[src/rtl/package_settings.sv]
`default_nettype none
//==============================================================================
// Module   : package_settings
// Brief    : Shared data-path settings for the pulse-processing chain.
// Revision : 1.0 - initial release
//==============================================================================
package package_settings;

    localparam int SIZE_FILTER_DATA = 16;

endpackage : package_settings
`default_nettype wire

[src/rtl/filter_ctrl_pkg.sv]
`default_nettype none
//==============================================================================
// Module   : filter_ctrl_pkg
// Brief    : Types and default settings for the filter pulse controller.
// Revision : 1.0 - initial release
//==============================================================================
package filter_ctrl_pkg;

    import package_settings::SIZE_FILTER_DATA;

    localparam int DEF_SIZE_FILTER_DATA = SIZE_FILTER_DATA;
    localparam int DEF_SETTLE_CYCLES    = 17;
    localparam int DEF_DEAD_TIME        = 16;
    localparam int DEF_MAX_PULSE_LEN    = 64;
    localparam int DEF_TS_WIDTH         = 32;
    localparam int DEF_DROP_WIDTH       = 16;

    typedef enum logic [1:0] {
        FLUSH = 2'd0,
        ARMED = 2'd1,
        PEAK  = 2'd2,
        DEAD  = 2'd3
    } fpc_state_t;

    // Field order matches the packed payload carried by event_slot.
    typedef struct packed {
        logic [DEF_SIZE_FILTER_DATA-1:0] amplitude;
        logic [DEF_TS_WIDTH-1:0]         timestamp;
        logic                            pileup;
    } pulse_event_t;

endpackage : filter_ctrl_pkg
`default_nettype wire

[src/rtl/filter_pulse_controller_event_slot.sv]
`default_nettype none
//==============================================================================
// Module   : event_slot
// Brief    : Single-entry valid/ready event register with saturating drop count.
// Revision : 1.0 - initial release
//==============================================================================
module event_slot #(
    parameter int DATA_W     = 49,
    parameter int DROP_WIDTH = 16
) (
    input  logic                  clk,
    input  logic                  reset,
    input  logic                  i_load,
    input  logic [DATA_W-1:0]     i_data,
    input  logic                  i_ready,
    output logic                  o_valid,
    output logic [DATA_W-1:0]     o_data,
    output logic [DROP_WIDTH-1:0] o_drop_count
);

    logic                  r_valid;
    logic [DATA_W-1:0]     r_data;
    logic [DROP_WIDTH-1:0] r_drop;

    // A load is accepted when the slot is empty or is being drained this cycle.
    always_ff @(posedge clk or negedge reset) begin
        if (!reset) begin
            r_valid <= 1'b0;
            r_data  <= '0;
            r_drop  <= '0;
        end else if (i_load) begin
            if (!r_valid || i_ready) begin
                r_valid <= 1'b1;
                r_data  <= i_data;
            end else if (r_drop != '1) begin
                r_drop <= r_drop + DROP_WIDTH'(1);
            end
        end else if (r_valid && i_ready) begin
            r_valid <= 1'b0;
        end
    end

    assign o_valid      = r_valid;
    assign o_data       = r_data;
    assign o_drop_count = r_drop;

endmodule : event_slot
`default_nettype wire

[src/rtl/filter_pulse_controller.sv]
`default_nettype none
//==============================================================================
// Module   : filter_pulse_controller
// Brief    : Flushes a shaping filter, detects pulses and emits peak events.
// Revision : 1.0 - initial release
//==============================================================================
module filter_pulse_controller
    import filter_ctrl_pkg::*;
#(
    parameter int SIZE_FILTER_DATA = DEF_SIZE_FILTER_DATA,
    parameter int SETTLE_CYCLES    = DEF_SETTLE_CYCLES,
    parameter int DEAD_TIME        = DEF_DEAD_TIME,
    parameter int MAX_PULSE_LEN    = DEF_MAX_PULSE_LEN,
    parameter int TS_WIDTH         = DEF_TS_WIDTH,
    parameter int DROP_WIDTH       = DEF_DROP_WIDTH
) (
    input  logic                        clk,
    input  logic                        reset,
    input  logic                        enable,
    input  logic [SIZE_FILTER_DATA-1:0] threshold,
    input  logic [SIZE_FILTER_DATA-1:0] filter_data,
    output logic                        filter_reset,
    output logic [SIZE_FILTER_DATA-1:0] event_amplitude,
    output logic [TS_WIDTH-1:0]         event_time,
    output logic                        event_pileup,
    output logic                        event_valid,
    input  logic                        event_ready,
    output logic [DROP_WIDTH-1:0]       drop_count,
    output logic                        busy
);

    localparam int FLUSH_W = $clog2(SETTLE_CYCLES + 1);
    localparam int DEAD_W  = $clog2(DEAD_TIME + 1);
    localparam int LEN_W   = $clog2(MAX_PULSE_LEN + 1);
    localparam int EVT_W   = SIZE_FILTER_DATA + TS_WIDTH + 1;

    localparam logic [FLUSH_W-1:0] c_settle      = FLUSH_W'(SETTLE_CYCLES);
    localparam logic [FLUSH_W-1:0] c_settle_last = FLUSH_W'(SETTLE_CYCLES - 1);
    localparam logic [DEAD_W-1:0]  c_dead_last   = DEAD_W'(DEAD_TIME - 1);
    localparam logic [LEN_W-1:0]   c_max_len     = LEN_W'(MAX_PULSE_LEN);

    fpc_state_t                  r_state;
    logic [FLUSH_W-1:0]          r_flush_cnt;
    logic [DEAD_W-1:0]           r_dead_cnt;
    logic [LEN_W-1:0]            r_len_cnt;
    logic [SIZE_FILTER_DATA-1:0] r_peak;
    logic [TS_WIDTH-1:0]         r_time;
    logic [TS_WIDTH-1:0]         r_ts;
    logic                        r_filter_reset;

    logic                        w_below;
    logic                        w_len_hit;
    logic                        w_emit;
    logic                        w_pileup;
    logic [EVT_W-1:0]            w_evt_in;
    logic [EVT_W-1:0]            w_evt_out;

    assign w_below   = (filter_data <= threshold);
    assign w_len_hit = (r_len_cnt == c_max_len);
    // The terminating sample is handed to the slot on its own edge: 1-clk latency.
    assign w_emit    = enable && (r_state == PEAK) && (w_below || w_len_hit);
    assign w_pileup  = !w_below;
    assign w_evt_in  = {r_peak, r_time, w_pileup};

    always_ff @(posedge clk or negedge reset) begin
        if (!reset) begin
            r_ts <= '0;
        end else begin
            r_ts <= r_ts + TS_WIDTH'(1);
        end
    end

    always_ff @(posedge clk or negedge reset) begin
        if (!reset) begin
            r_state        <= FLUSH;
            r_flush_cnt    <= '0;
            r_dead_cnt     <= '0;
            r_len_cnt      <= '0;
            r_peak         <= '0;
            r_time         <= '0;
            r_filter_reset <= 1'b0;
        end else if (!enable) begin
            r_state        <= FLUSH;
            r_flush_cnt    <= '0;
            r_filter_reset <= 1'b0;
        end else begin
            case (r_state)
                FLUSH: begin
                    if (r_flush_cnt == c_settle) begin
                        r_state <= ARMED;
                    end else begin
                        r_flush_cnt    <= r_flush_cnt + FLUSH_W'(1);
                        r_filter_reset <= (r_flush_cnt == c_settle_last);
                    end
                end
                ARMED: begin
                    if (!w_below) begin
                        r_state   <= PEAK;
                        r_peak    <= filter_data;
                        r_time    <= r_ts;
                        r_len_cnt <= LEN_W'(1);
                    end
                end
                PEAK: begin
                    if (w_below || w_len_hit) begin
                        r_state    <= DEAD;
                        r_dead_cnt <= '0;
                    end else begin
                        // Strict compare keeps the first of equal maxima.
                        if (filter_data > r_peak) begin
                            r_peak <= filter_data;
                        end
                        r_len_cnt <= r_len_cnt + LEN_W'(1);
                    end
                end
                DEAD: begin
                    if (r_dead_cnt != c_dead_last) begin
                        r_dead_cnt <= r_dead_cnt + DEAD_W'(1);
                    end else if (w_below) begin
                        r_state <= ARMED;
                    end
                end
                default: begin
                    r_state <= FLUSH;
                end
            endcase
        end
    end

    event_slot #(
        .DATA_W     (EVT_W),
        .DROP_WIDTH (DROP_WIDTH)
    ) u_event_slot (
        .clk          (clk),
        .reset        (reset),
        .i_load       (w_emit),
        .i_data       (w_evt_in),
        .i_ready      (event_ready),
        .o_valid      (event_valid),
        .o_data       (w_evt_out),
        .o_drop_count (drop_count)
    );

    assign event_amplitude = w_evt_out[EVT_W-1 -: SIZE_FILTER_DATA];
    assign event_time      = w_evt_out[TS_WIDTH:1];
    assign event_pileup    = w_evt_out[0];
    assign filter_reset    = r_filter_reset;
    assign busy            = (r_state != ARMED);

endmodule : filter_pulse_controller
`default_nettype wire

[config.mk]
export PLATFORM = sky130hd
export DESIGN_NAME = filter_pulse_controller
export DESIGN_NICKNAME = d
export VERILOG_FILES = /design/src/rtl/package_settings.sv /design/src/rtl/filter_ctrl_pkg.sv /design/src/rtl/filter_pulse_controller_event_slot.sv /design/src/rtl/filter_pulse_controller.sv
export SDC_FILE = /design/constraint.sdc
export NUM_CORES = 1
export LEC_CHECK = 0
export CELL_PAD_IN_SITES_DETAIL_PLACEMENT = 1
export CELL_PAD_IN_SITES_GLOBAL_PLACEMENT = 1
export CORE_ASPECT_RATIO = 0.8
export CORE_MARGIN = 2
export CORE_UTILIZATION = 40
export DETAILED_ROUTE_END_ITERATION = 10
export PLACE_DENSITY_LB_ADDON = 0.1
export SLEW_MARGIN = 20
export SYNTH_ARGS = -nofsm -noshare
export SYNTH_HDL_FRONTEND = slang
export SYNTH_SLANG_ARGS = --single-unit
export TNS_END_PERCENT = 50
[constraint.sdc]
create_clock -name clk -period 2.75 [get_ports clk]
set_clock_uncertainty 0.2 [all_clocks]
set_input_delay 0.6875 -clock clk [delete_from_list [all_inputs] [get_ports clk]]
set_output_delay 0.6875 -clock clk [all_outputs]
set_load 0.005 [all_outputs]
==> run summary, run 1 <==
The run finished, with violations left. The checks that failed: setup timing. The number of enable flip-flop cells after synthesis is 0.

The cell count after synthesis came out at between 600 and 700. The count of pins on the block boundary came out at roughly 100. The critical path endpoint category is a flop. The power share of the clock group came out at 0.446. The share of total power dissipated in sequential elements is 0.485. The wire length of the first global-routing pass is roughly 32000 um. Counting I/O delays and the setup requirement, the final critical path takes 3.03 ns.

Across the VDD grid, the largest voltage drop is 352 uV. 0 antenna diodes ended up in the layout. Measured along the x axis, the die boundary spans 160 um. The full die area is 0.0207 sq mm. The tool flagged a number of max-cap violations equal to 0. At the pin with the least slew margin, the transition time is ~0.6 ns. Relative to the synthesized area, the layout overhead comes to 39.1%.

In the final routed layout, each cell accounts on average for 18.7 um. The count of nets left with antenna violations once routing finished came out at 0. The count of buffers added on input and output ports is 103. The number of clock sinks seen by CTS is roughly 170. The die extent in y is ~130 um. The leakage component of the power came out at 4.99 nW. The clock-pin slew reported for the worst setup and hold paths after clock tree synthesis came out at 0.07 ns.

Of the synthesized area, sequential elements account for 0.532. Entering global routing, the biggest net connects 55 pins. The net count of the mapped netlist is 723. The worst-case register-to-register setup slack is -0.08 ns.

Counting instances in the post-synthesis netlist gives the leading cell types as dfrtp_1, mux2_2, nand2_1, ha_1, inv_1. The biggest area contributor in the post-synthesis netlist is dfrtp_1. By startpoint and endpoint, the worst setup path is classified as in -> reg.

The fraction of registers with async set/reset came out at 1.00. Among all flip-flop cells after synthesis, the most frequent one is dfrtp_1. After synthesis, the cell types taking the most area are dfrtp_1, mux2_2, ha_1. The total of endpoints with negative setup slack in the final report is 122. The first-pass detailed-route iteration total came out at 4. The number of vias per cell after detailed routing is 5.13. The initial antenna violation count came to 0.

The number of failing hold endpoints at the final stage came out at 0. Headroom to the max-slew limit came out at 0.596. The detailed-route DRC error count came out at 0.

In this run the power spent charging and discharging nets is 1.24 mW. The path type of the worst min-delay path is in -> async. The clock tree from TritonCTS is built. For this run the aggregate overflow at the end of global routing stands at 0. The total routing usage reported by global routing came out at 0.199. For this block, the via count after detailed routing is 5599. The count of state elements after synthesis came out at roughly 170. The number of synthesis warnings came out at 0. The average instance area after synthesis came out at roughly 12 sq um. The total instance count after detailed placement came out at 1037. The deepest level of the CTS H-tree came out at 4.

The starting density of the core came out at 0.410. The number of different library cells used by synthesis comes to 58. The longest clock path from root to sink contains 2 buffers. The non-filler instance count after layout is 1092. The fmax came out at 330 MHz.

The routability congestion estimate from global placement is 0.765. The post-detailed-placement half-perimeter wirelength is 13300 um. The share of power burned in combinational logic came out at 0.069. The clock latency at the later pin of the worst-skew pair is 0.43 ns. The placement row count came out at 45. Data on the critical path is required at its endpoint by 2.86 ns. The share of cells above drive strength 1 is 0.335. The smallest hold slack came out at between 0.015 and 0.02 ns. The maximum fanout along the worst path is 7.

The ratio of total power to cell area came out at 465 mW/mm^2. The cell-internal power came out at 3.81 mW. TritonCTS created 17 clock buffers.

The arrival time of data at the critical path endpoint came out at 3.14 ns. The number of nets at the end of the flow is 902. The net switching fraction of the power came out at 0.246.

The worst setup path is launched from an input port. The count of final max-slew check failures was 0. Setup repair after global routing could not meet its margin everywhere. The top-area cell type share of the netlist area came out at 0.532.

The library cell with the highest instance count after synthesis is dfrtp_1. The setup TNS after final layout came out at -21.53 ns. The number of global-route vias before repair is 6159. The area of the core came out at 0.0190 sq mm.

The final critical-path setup slack came out at -0.277 ns. The total wirelength of the detailed-routed design came out at 20400 um. The violation count after the first detailed-route iteration came out at 206.

The final critical-path share of the clock period came out at 1.10. The synthesized area came out at 0.00781 sq mm. The CTS root buffer is clkbuf_16.
[stage by stage]
| step | util | worst slack [ns] | power [mW] | instance area, sq um |
|---|---|---|---|---|
| after floorplan | - | -0.404 | 2.60 | 7930 |
| after global placement | 0.506 | -1.06 | 2.78 | 9640 |
| after detailed placement | 0.506 | -1.15 | 2.80 | 9640 |
| after CTS | 0.557 | -0.220 | 5.09 | 10600 |
| after global routing | 0.571 | -0.352 | 5.24 | 10900 |
| final | 0.571 | -0.277 | 5.05 | 10900 |
[placed cells by master (no fill, tap or decap), drive strengths merged, types with 5 or more instances in the layout]
cell / instances
clkdlybuf4s50: 71
nand4: 14
clkbuf: 29
buf: 89
ha: 45
o21ai: 15
nand3: 38
a21oi: 15
inv: 48
and3: 17
and2: 9
nor2: 17
xor2: 10
dfrtp: 166
xnor2: 39
mux2: 96
nand2: 49
nand2b: 5
[final timing paths]
check                                 from                       to  cells after the start
max reg2reg                     r_peak[11]               r_peak[11]                     12
min reg2reg                       r_ts[31]                 r_ts[31]                      1
max in group asynchronous            reset  u_event_slot.o_data[39]                      2
max                        filter_data[11]  u_event_slot.o_data[25]                     12
min in group clk                  r_ts[31]                 r_ts[31]                      1
min                                  reset           r_flush_cnt[3]                      1
[sequential cells by signal, indices dropped and copies added, names as in the netlist]
register	cells
filter_reset	1
u_event_slot.o_drop_count	16
u_event_slot.o_data	49
r_dead_cnt	5
u_event_slot.o_valid	1
r_peak	16
r_len_cnt	7
r_state	2
r_ts	32
r_flush_cnt	5
r_time	32
[worst max-delay path, cell delays in order]
cell       delay (ns)
buf_6            0.10
ha_4             0.25
nand4_1          0.14
or4_4            0.58
or2_1            0.26
buf_4            0.14
o31ai_4          0.07
nor2_4           0.09
nor2_4           0.14
buf_12           0.17
clkbuf_16        0.18
mux2_4           0.30
[power by group through the flow]
stage          sequential (mW)  clock [mW]  combinational, mW
2_1_floorplan             2.50           0              0.103
6_report                  2.45        2.25              0.348
4_1_cts                   2.45        2.31              0.332
5_1_grt                   2.45        2.41              0.385
3_3_place_gp              2.50           0              0.288
3_5_place_dp              2.50           0              0.303
[repair_timing]
action                                  4_1_cts  5_1_grt
buffers inserted                             11        7
endpoints found under the setup margin      128      126
gates cloned                                  3        5
pin swaps                                    32       24
hold buffers                                  0        0
resized for setup                           171       54
[final cells by class]
cell class	instances	area (sq um)
fillers	1980	8170
flip-flops and latches	166	4150
multi-input cells	419	3900
repair buffers	176	1780
clock buffers	20	447
well taps	258	323
inverters	41	166
clock inverters	12	93.8
[logic make-up (layout without fill, tap and decap cells)]
kind of cell	after synthesis	after routing	synth area share
AO/OA/AOI/OAI	59	59	0.0566
XOR/XNOR	49	49	0.0550
adder cells (fa/ha/maj)	45	45	0.0721
buffers and inverters	57	249	0.0325
flip-flops	166	166	0.532
multiplexers	98	98	0.141
AND/OR/NAND/NOR	168	168	0.111
[per-layer routing]
metal / GRT usage / share of wire / vias up
li1: - / - / 2608
met1: 0.268 / 0.48 / 2857
met2: 0.328 / 0.48 / 111
met3: 0.0387 / 0.034 / 23
met4: 0.0615 / 0.011 / 0
met5: 0 / 0 / -
Note: power is estimated with default switching activity, not from simulation.
==> run 2: changes to the inputs <==
--- a/config.mk
+++ b/config.mk
@@ -11,6 +11,8 @@
 export CORE_MARGIN = 2
 export CORE_UTILIZATION = 40
 export DETAILED_ROUTE_END_ITERATION = 10
+export HOLD_SLACK_MARGIN = 0.05
+export MAX_ROUTING_LAYER = met4
 export PLACE_DENSITY_LB_ADDON = 0.1
 export SLEW_MARGIN = 20
 export SYNTH_ARGS = -nofsm -noshare
==> run summary, run 2 (synthesis gave the netlist of run 1 again) <==
The share of total power dissipated in the clock network is 0.446. The initial antenna violation count is 0. The setup TNS after final layout is -22.21 ns.

The post-route cell area came out at 0.0109 sq mm. The CTS root buffer is clkbuf_16. The total routing usage reported by global routing is 0.205. The share of cells above drive strength 1 came out at 0.334. The total instance count after detailed placement came out at 1037. The critical path's slowest cell is or4_4. The number of nets at the end of the flow came out at around 900. The count of nets left with antenna violations once routing finished came out at 0. Derived from the worst setup path, the maximum achievable clock frequency is 330 MHz. The clock passes through at most 2 buffers.

Before CTS, the worst setup slack after placement is -1.15 ns. The kind of cell with the highest combined delay on the critical path is simple AND/OR/NAND/NOR gates. The first-pass detailed-route iteration total came out at 4. The data required time at the worst endpoint is 2.86 ns.

The number of cells on the worst hold path came out at 1. The library cell used most frequently in the layout, excluding fill and tap cells, is dfrtp_1. The total number of cells along the worst setup path came out at 12. The die extent in y came out at 129 um. The total vias in the final route is 5598. TritonCTS built the clock tree. Setup violations remaining at the end of the flow were counted as 122. The flip-flop count of the largest register after layout came out at between 40 and 50. The count of final max-slew check failures came to 0. The area of combinational cells with multiple inputs came out at 0.00390 sq mm.

In this run the horizontal extent of the chip is 160 um. The path type of the worst min-delay path is reg -> reg. The net switching fraction of the power is 0.246.

Setup repair after global routing could not meet its margin everywhere. The power share of the sequential group came out at 0.485. The global route total overflow came out at 0.

Dividing the detail-routed via count by the number of cells gives roughly 5.1. The routability congestion estimate from global placement is 0.775. The first routing iteration left 177 violations. The startpoint type of the worst setup path is an input port. The arrival time of data at the critical path endpoint came out at 3.14 ns. The cell-internal power came out at between 3 and 4 mW.

The critical path goes through buf_6, ha_4, nand4_1, or4_4, or2_1, buf_4, o31ai_4, nor2_4, nor2_4, buf_12, clkbuf_16, mux2_4. The share of total power dissipated in combinational logic is 0.069. The smallest clock period supported by the final layout is computed as between 3 and 4 ns.

The critical path is of the in -> reg type. The non-filler instance count after layout came out at 1093. The leakage component of the power is 5.00 nW.

The transition time at the pin with the least slew margin came out at 0.599 ns. The deepest level of the CTS H-tree came out at 4. The worst-case IR drop observed on VDD is 349 uV. In this run the worst path has a maximum fanout of 7. Summing internal, switching and leakage power gives slightly above 5 mW. The final critical-path share of the clock period came out at 1.10.

The worst setup path is captured at a flop. The number of global-route vias before repair came to 6149. The number of failing hold endpoints at the final stage was 0. Across the whole layout, storage elements account for around 0.0042 sq mm. At the end of the flow the core is filled with cells to 0.571. The number of clock sinks seen by CTS came out at about 170.

The buffer and inverter count on the worst path came out at 4. The wire length of the first global-routing pass came out at approximately 32000 um. The average wire per standard cell came out at 18.7 um. For this design the total switching power over the nets is approximately 1.2 mW. The depth of the worst register-to-register path is 12. On the worst path, the slowest cell contributes a delay of 0.58 ns. The tightest slew margin relative to the limit is 0.597. The placement row count came out at 45. The number of inserted filler cells in the final layout is 1979. The full die area came out at 0.0207 sq mm. The clock-pin slew reported for the worst setup and hold paths after clock tree synthesis came out at about 0.070 ns.

Entering global routing, the biggest net connects 55 pins. The number of buffers created by CTS came out at 17. The cell that appears most often on the critical path is nor2_4.

The area added between synthesis and finish came out at 39.2%. The post-detailed-placement half-perimeter wirelength is 13300 um. The total wirelength of the detailed-routed design is 20400 um. The ratio of total power to cell area came out at 465 mW/mm^2. The library cells used most frequently in the layout, excluding fill and tap cells, are dfrtp_1, clkdlybuf4s50_1, mux2_4. The checks that failed: setup timing. The area of the core came out at 0.0190 sq mm. The number of buffer cells added on primary ports is between 100 and 150. Hold is met by 0.280 ns.

The cell area reported after detailed placement came out at 0.00964 sq mm. Across the run, the number of max-cap violations was 0. The detailed-route DRC error count came out at 0. In this run the count of I/O pins placed on the die edge is around 100. At the later pin of the worst-skew pair, clock insertion delay measures 0.43 ns. The number of inserted diodes is 0. The flow ran to the end, but the final reports show violations.

Once routing completed, OpenROAD measured the worst setup slack at -0.282 ns. The starting density of the core is 0.410.
run 2: changes by cell type in the layout (fill, tap and decap cells not counted), sizes merged:
cell         previous run  this run
dlygate4sd3             0         1
run 2: power by group through the flow:
stage                     registers, mW  clock network (mW)  logic (mW)
after floorplan                    2.50                   0       0.103
after global placement             2.50                   0       0.288
after detailed placement           2.50                   0       0.303
after CTS                          2.45                2.31       0.334
after global routing               2.45                2.41       0.386
final                              2.45                2.25       0.349
run 2: cell type report:
cell class,count,share of cell area
Clock buffer,20,0.0411
Tap cell,258,0.0297
Sequential cell,166,0.382
Inverter,41,0.0153
Multi-Input combinational cell,419,0.359
Clock inverter,12,0.00863
Timing Repair Buffer,177,0.164
run 2: what timing repair did:
| action | 4_1_cts | 5_1_grt |
|---|---|---|
| hold buffers | 1 | 0 |
| gates resized for setup | 171 | 54 |
| gates cloned | 3 | 5 |
| buffers inserted | 11 | 7 |
| endpoints found under the hold margin | 33 | 0 |
| setup endpoints to repair | 128 | 126 |
| pin swaps | 32 | 24 |
run 2: path summary, 6_finish.rpt:
check,start,end,slack [ns]
hold / removal,r_ts[31],r_ts[31],0.28
min in group asynchronous,reset,r_flush_cnt[3],0.59
hold reg to reg,r_ts[31],r_ts[31],0.28
setup reg to reg,r_peak[11],r_peak[11],-0.09
max in group asynchronous,reset,u_event_slot.o_data[39],1.07
setup / recovery,filter_data[11],u_event_slot.o_data[25],-0.28
run 2: routing by layer:
metal / wire length, um / global-route usage / vias to the layer above
met5: 0 / - / -
met4: 227 / 0.0551 / 0
met3: 654 / 0.0397 / 25
met2: 9690 / 0.329 / 113
met1: 9830 / 0.269 / 2853
li1: - / - / 2607
==> run 3: changes to the inputs <==
--- a/config.mk
+++ b/config.mk
@@ -11,11 +11,13 @@
 export CORE_MARGIN = 2
 export CORE_UTILIZATION = 40
 export DETAILED_ROUTE_END_ITERATION = 10
+export GPL_ROUTABILITY_DRIVEN = 0
 export HOLD_SLACK_MARGIN = 0.05
 export MAX_ROUTING_LAYER = met4
 export PLACE_DENSITY_LB_ADDON = 0.1
 export SLEW_MARGIN = 20
 export SYNTH_ARGS = -nofsm -noshare
 export SYNTH_HDL_FRONTEND = slang
+export SYNTH_HIERARCHICAL = 1
 export SYNTH_SLANG_ARGS = --single-unit
 export TNS_END_PERCENT = 50
==> run summary, run 3 <==
Counting flops with a built-in enable in the synthesized netlist gives 0. The first-pass detailed-route iteration total came out at 4. The deepest level of the CTS H-tree is 4. Leaving out fill and tap cells, the most frequent cell in the layout is dfrtp_1.

The number of global-route vias before repair came out at around 6400. The number of buffer cells added on primary ports is 103. The cell count after synthesis came out at about 650. The starting density of the core is 0.404. The first global-routing pass estimated 33400 um of wire. The cell sitting at the root of the clock tree is a clkbuf_16.

The net count of the mapped netlist is 730. The kind of critical path is in -> reg. The post-synthesis share of cell area spent on and, or, nand and nor gates came out at 0.117. The initial antenna violation count is 0. The count of final max-slew check failures came out at 0.

The core region is roughly 0.02 sq mm. For this design, the sink count on the clock tree is 166. The most heavily used metal layer in global routing is met2. The net switching fraction of the power came out at 0.300. The fraction of the mapped netlist area in adder cells came out at 0.0710. Summed over all nets, the switching power comes to 2.17 mW. The maximum number of pins on one net before global-route repair came out at 54. The floorplan has 46 rows. The ratio of total power to cell area came out at 656 mW/mm^2. The leakage component of the power came out at 5.10 nW. The share of cells above drive strength 1 came out at 0.383. The cell area reported after detailed placement came out at 0.00989 sq mm. Max-cap violations in this run came to 0. The library cells used most frequently in the layout, excluding fill and tap cells, are dfrtp_1, mux2_2, clkdlybuf4s50_1. The final layout contains about 910 nets. In the global route stage, met3 resource usage came out at 0.0429. The clock latency at the later pin of the worst-skew pair is 0.43 ns. The XOR/XNOR share of the synthesized area came out at 0.0486. The data required time at the worst endpoint came out at between 2 and 3 ns. The global route total overflow came out at 0.

By area the synthesized netlist is led by dfrtp_1, mux2_2, ha_1. The final critical-path setup slack came out at -0.231 ns. The average wire per standard cell came out at 18.6 um.

No sink is reached through more buffers than the 2 on the longest clock path. The run finished, with violations left. The fmax is 335 MHz. After synthesis, the netlist uses 63 different library cells.

The total of endpoints with negative setup slack in the final report came out at 120. Setup repair after global routing could not meet its margin everywhere. The worst vdd rail ir drop is 424 uV.

The power share of the sequential group is 0.419. The clock tree from TritonCTS is built. The horizontal die dimension came out at approximately 160 um. For this run, design rule violations remaining after detail routing come to 0. The power share of the clock group is 0.308. The area growth from synthesis to layout is 39.0%. In this run the worst hold path is classified as reg -> reg. The largest total area in the synthesized netlist belongs to dfrtp_1. The critical path endpoint category is a flop.

The final reports fail on setup timing. The post-detailed-placement half-perimeter wirelength came out at ~14000 um. The number of antenna diodes in the final layout is 0.

The full die area is about 0.021 sq mm. The number of nets still failing antenna checks after routing is 0. Hold timing on the final database bottoms out at a slack of around 0.28 ns. The count of pins on the block boundary came out at 104. The met2 routing resource usage after global routing is 0.357. The total wirelength of the detailed-routed design came out at 20600 um. dfrtp_1 is the most common cell in the netlist. The depth of the worst register-to-register path came out at 11. The number of vias per cell after detailed routing came out at 5.12. The internal power of the cells totals 5.07 mW. Among all flip-flop cells after synthesis, the most frequent one is dfrtp_1. The sequential cell area fraction in the yosys report came out at 0.524. The die extent in y is 130 um. Counting I/O delays and the setup requirement, the final critical path takes 2.98 ns.

Summing internal, switching and leakage power gives 7.23 mW. The number of buffers created by CTS came out at 17. The worst setup path is launched from an input port. The number of failing hold endpoints at the final stage came out at 0. The number of synthesis warnings is 6. The violation count after the first detailed-route iteration is 251. The met1 global-route usage came out at 0.261. The portion of netlist area occupied by mux cells came out at 0.147. The final critical-path share of the clock period came out at 1.08. The maximum fanout along the worst path is 8. Synthesis inferred between 150 and 200 register bits.

The synthesized area came out at 0.00793 sq mm. Across every metal layer, demand over resource in global routing totals 0.211. The tightest slew margin relative to the limit came out at 0.264. The total vias in the final route came out at 5649. For this run, asynchronously set or reset flops after synthesis account for 1.00. The register with the most flip-flops in the layout has 49 of them. The top-area cell type share of the netlist area is 0.524. The combinational family with the most area after synthesis is multiplexers. The average instance area after synthesis is ~12 sq um.

The post-route cell area came out at 0.0110 sq mm. The clock-pin slew reported for the worst setup and hold paths after clock tree synthesis is 0.07 ns. The share of power burned in combinational logic came out at 0.273. Along the worst hold path, the cell count comes to 1. The synthesized-area fraction occupied by ao, oa, aoi and oai cells came out at 0.0621. Ranked by instance count, the synthesized netlist is headed by dfrtp_1, mux2_2, nand2_1, ha_1, inv_1. The arrival time of data at the critical path endpoint came out at about 3.1 ns. The transition time at the pin with the least slew margin came out at around 1.1 ns.
## run 3: cell types whose count changed after synthesis, sizes merged, moves of 5 or more
cell,change
and3,-7
a21oi,+6
nand3,-13
nand2,+5
and4,+5
nor2,-5
xnor2,-9
## run 3: logic make-up (layout without fill, tap and decap cells)
| group | count (synthesis) | in the layout |
|---|---|---|
| and+or+nand+nor | 168 | 168 |
| AOI/OAI and AO/OA | 68 | 68 |
| DFF | 166 | 166 |
| muxes | 100 | 100 |
| xor gates and xnor gates | 44 | 44 |
| adders and majority gates | 45 | 45 |
| buffers and inverters | 58 | 249 |
## run 3: worst paths after layout
kind | from | to | slack [ns]
max | filter_data[10] | r_peak[15] | -0.23
min | r_ts[31] | r_ts[31] | 0.28
max reg2reg | r_peak[8] | r_peak[15] | -0.20
min reg2reg | r_ts[31] | r_ts[31] | 0.28
max in group asynchronous | reset | r_time[6] | 1.08
min in group asynchronous | reset | r_flush_cnt[2] | 0.58
## run 3: worst max-delay path: stages
cell	delay, ns
buf_2	0.13
buf_4	0.15
ha_4	0.23
nand4_1	0.21
nor2_1	0.11
a221o_1	0.42
or3_4	0.36
nand4_4	0.11
a211oi_4	0.07
buf_4	0.15
buf_12	0.14
mux2_4	0.31
## run 3: cell type report
class	instances	area, sq um
Clock buffer	20	447
Clock inverter	12	97.6
Fill cell	1985	8600
Inverter	43	168
Multi-Input combinational cell	425	4210
Sequential cell	166	4150
Tap cell	264	330
Timing Repair Buffer	174	1620
## run 3: per-stage QoR
stage | instances | utilization | worst slack [ns] | setup TNS [ns]
6_report | 1104 | 0.562 | -0.231 | -15.90
3_5_place_dp | 1052 | 0.504 | -1.06 | -109.80
5_1_grt | 1104 | 0.562 | -0.342 | -23.67
2_1_floorplan | 649 | - | -0.330 | -16.73
3_3_place_gp | 1052 | 0.504 | -0.944 | -97.71
4_1_cts | 1097 | 0.552 | -0.0963 | -1.37
## run 3: routing by layer
metal | wire (um) | vias to the layer above
met4 | 201 | 0
li1 | - | 2644
met2 | 10200 | 79
met5 | 0 | -
met1 | 9400 | 2909
met3 | 721 | 17
## run 3: repair_timing
action	in CTS	in global routing
resized for setup	189	37
pin swaps	32	26
endpoints found under the setup margin	127	82
cloned	1	0
setup buffers	11	8
hold endpoints to repair	19	0
hold buffers	1	0
## run 3: power by group through the flow
stage	Clock [mW]	Sequential [mW]	Combinational (mW)
CTS	2.29	3.02	1.86
floorplan	0	2.99	0.922
finish	2.23	3.03	1.98
detailed placement	0	3.07	1.59
global placement	0	3.04	1.52
global route	2.39	3.07	2.16
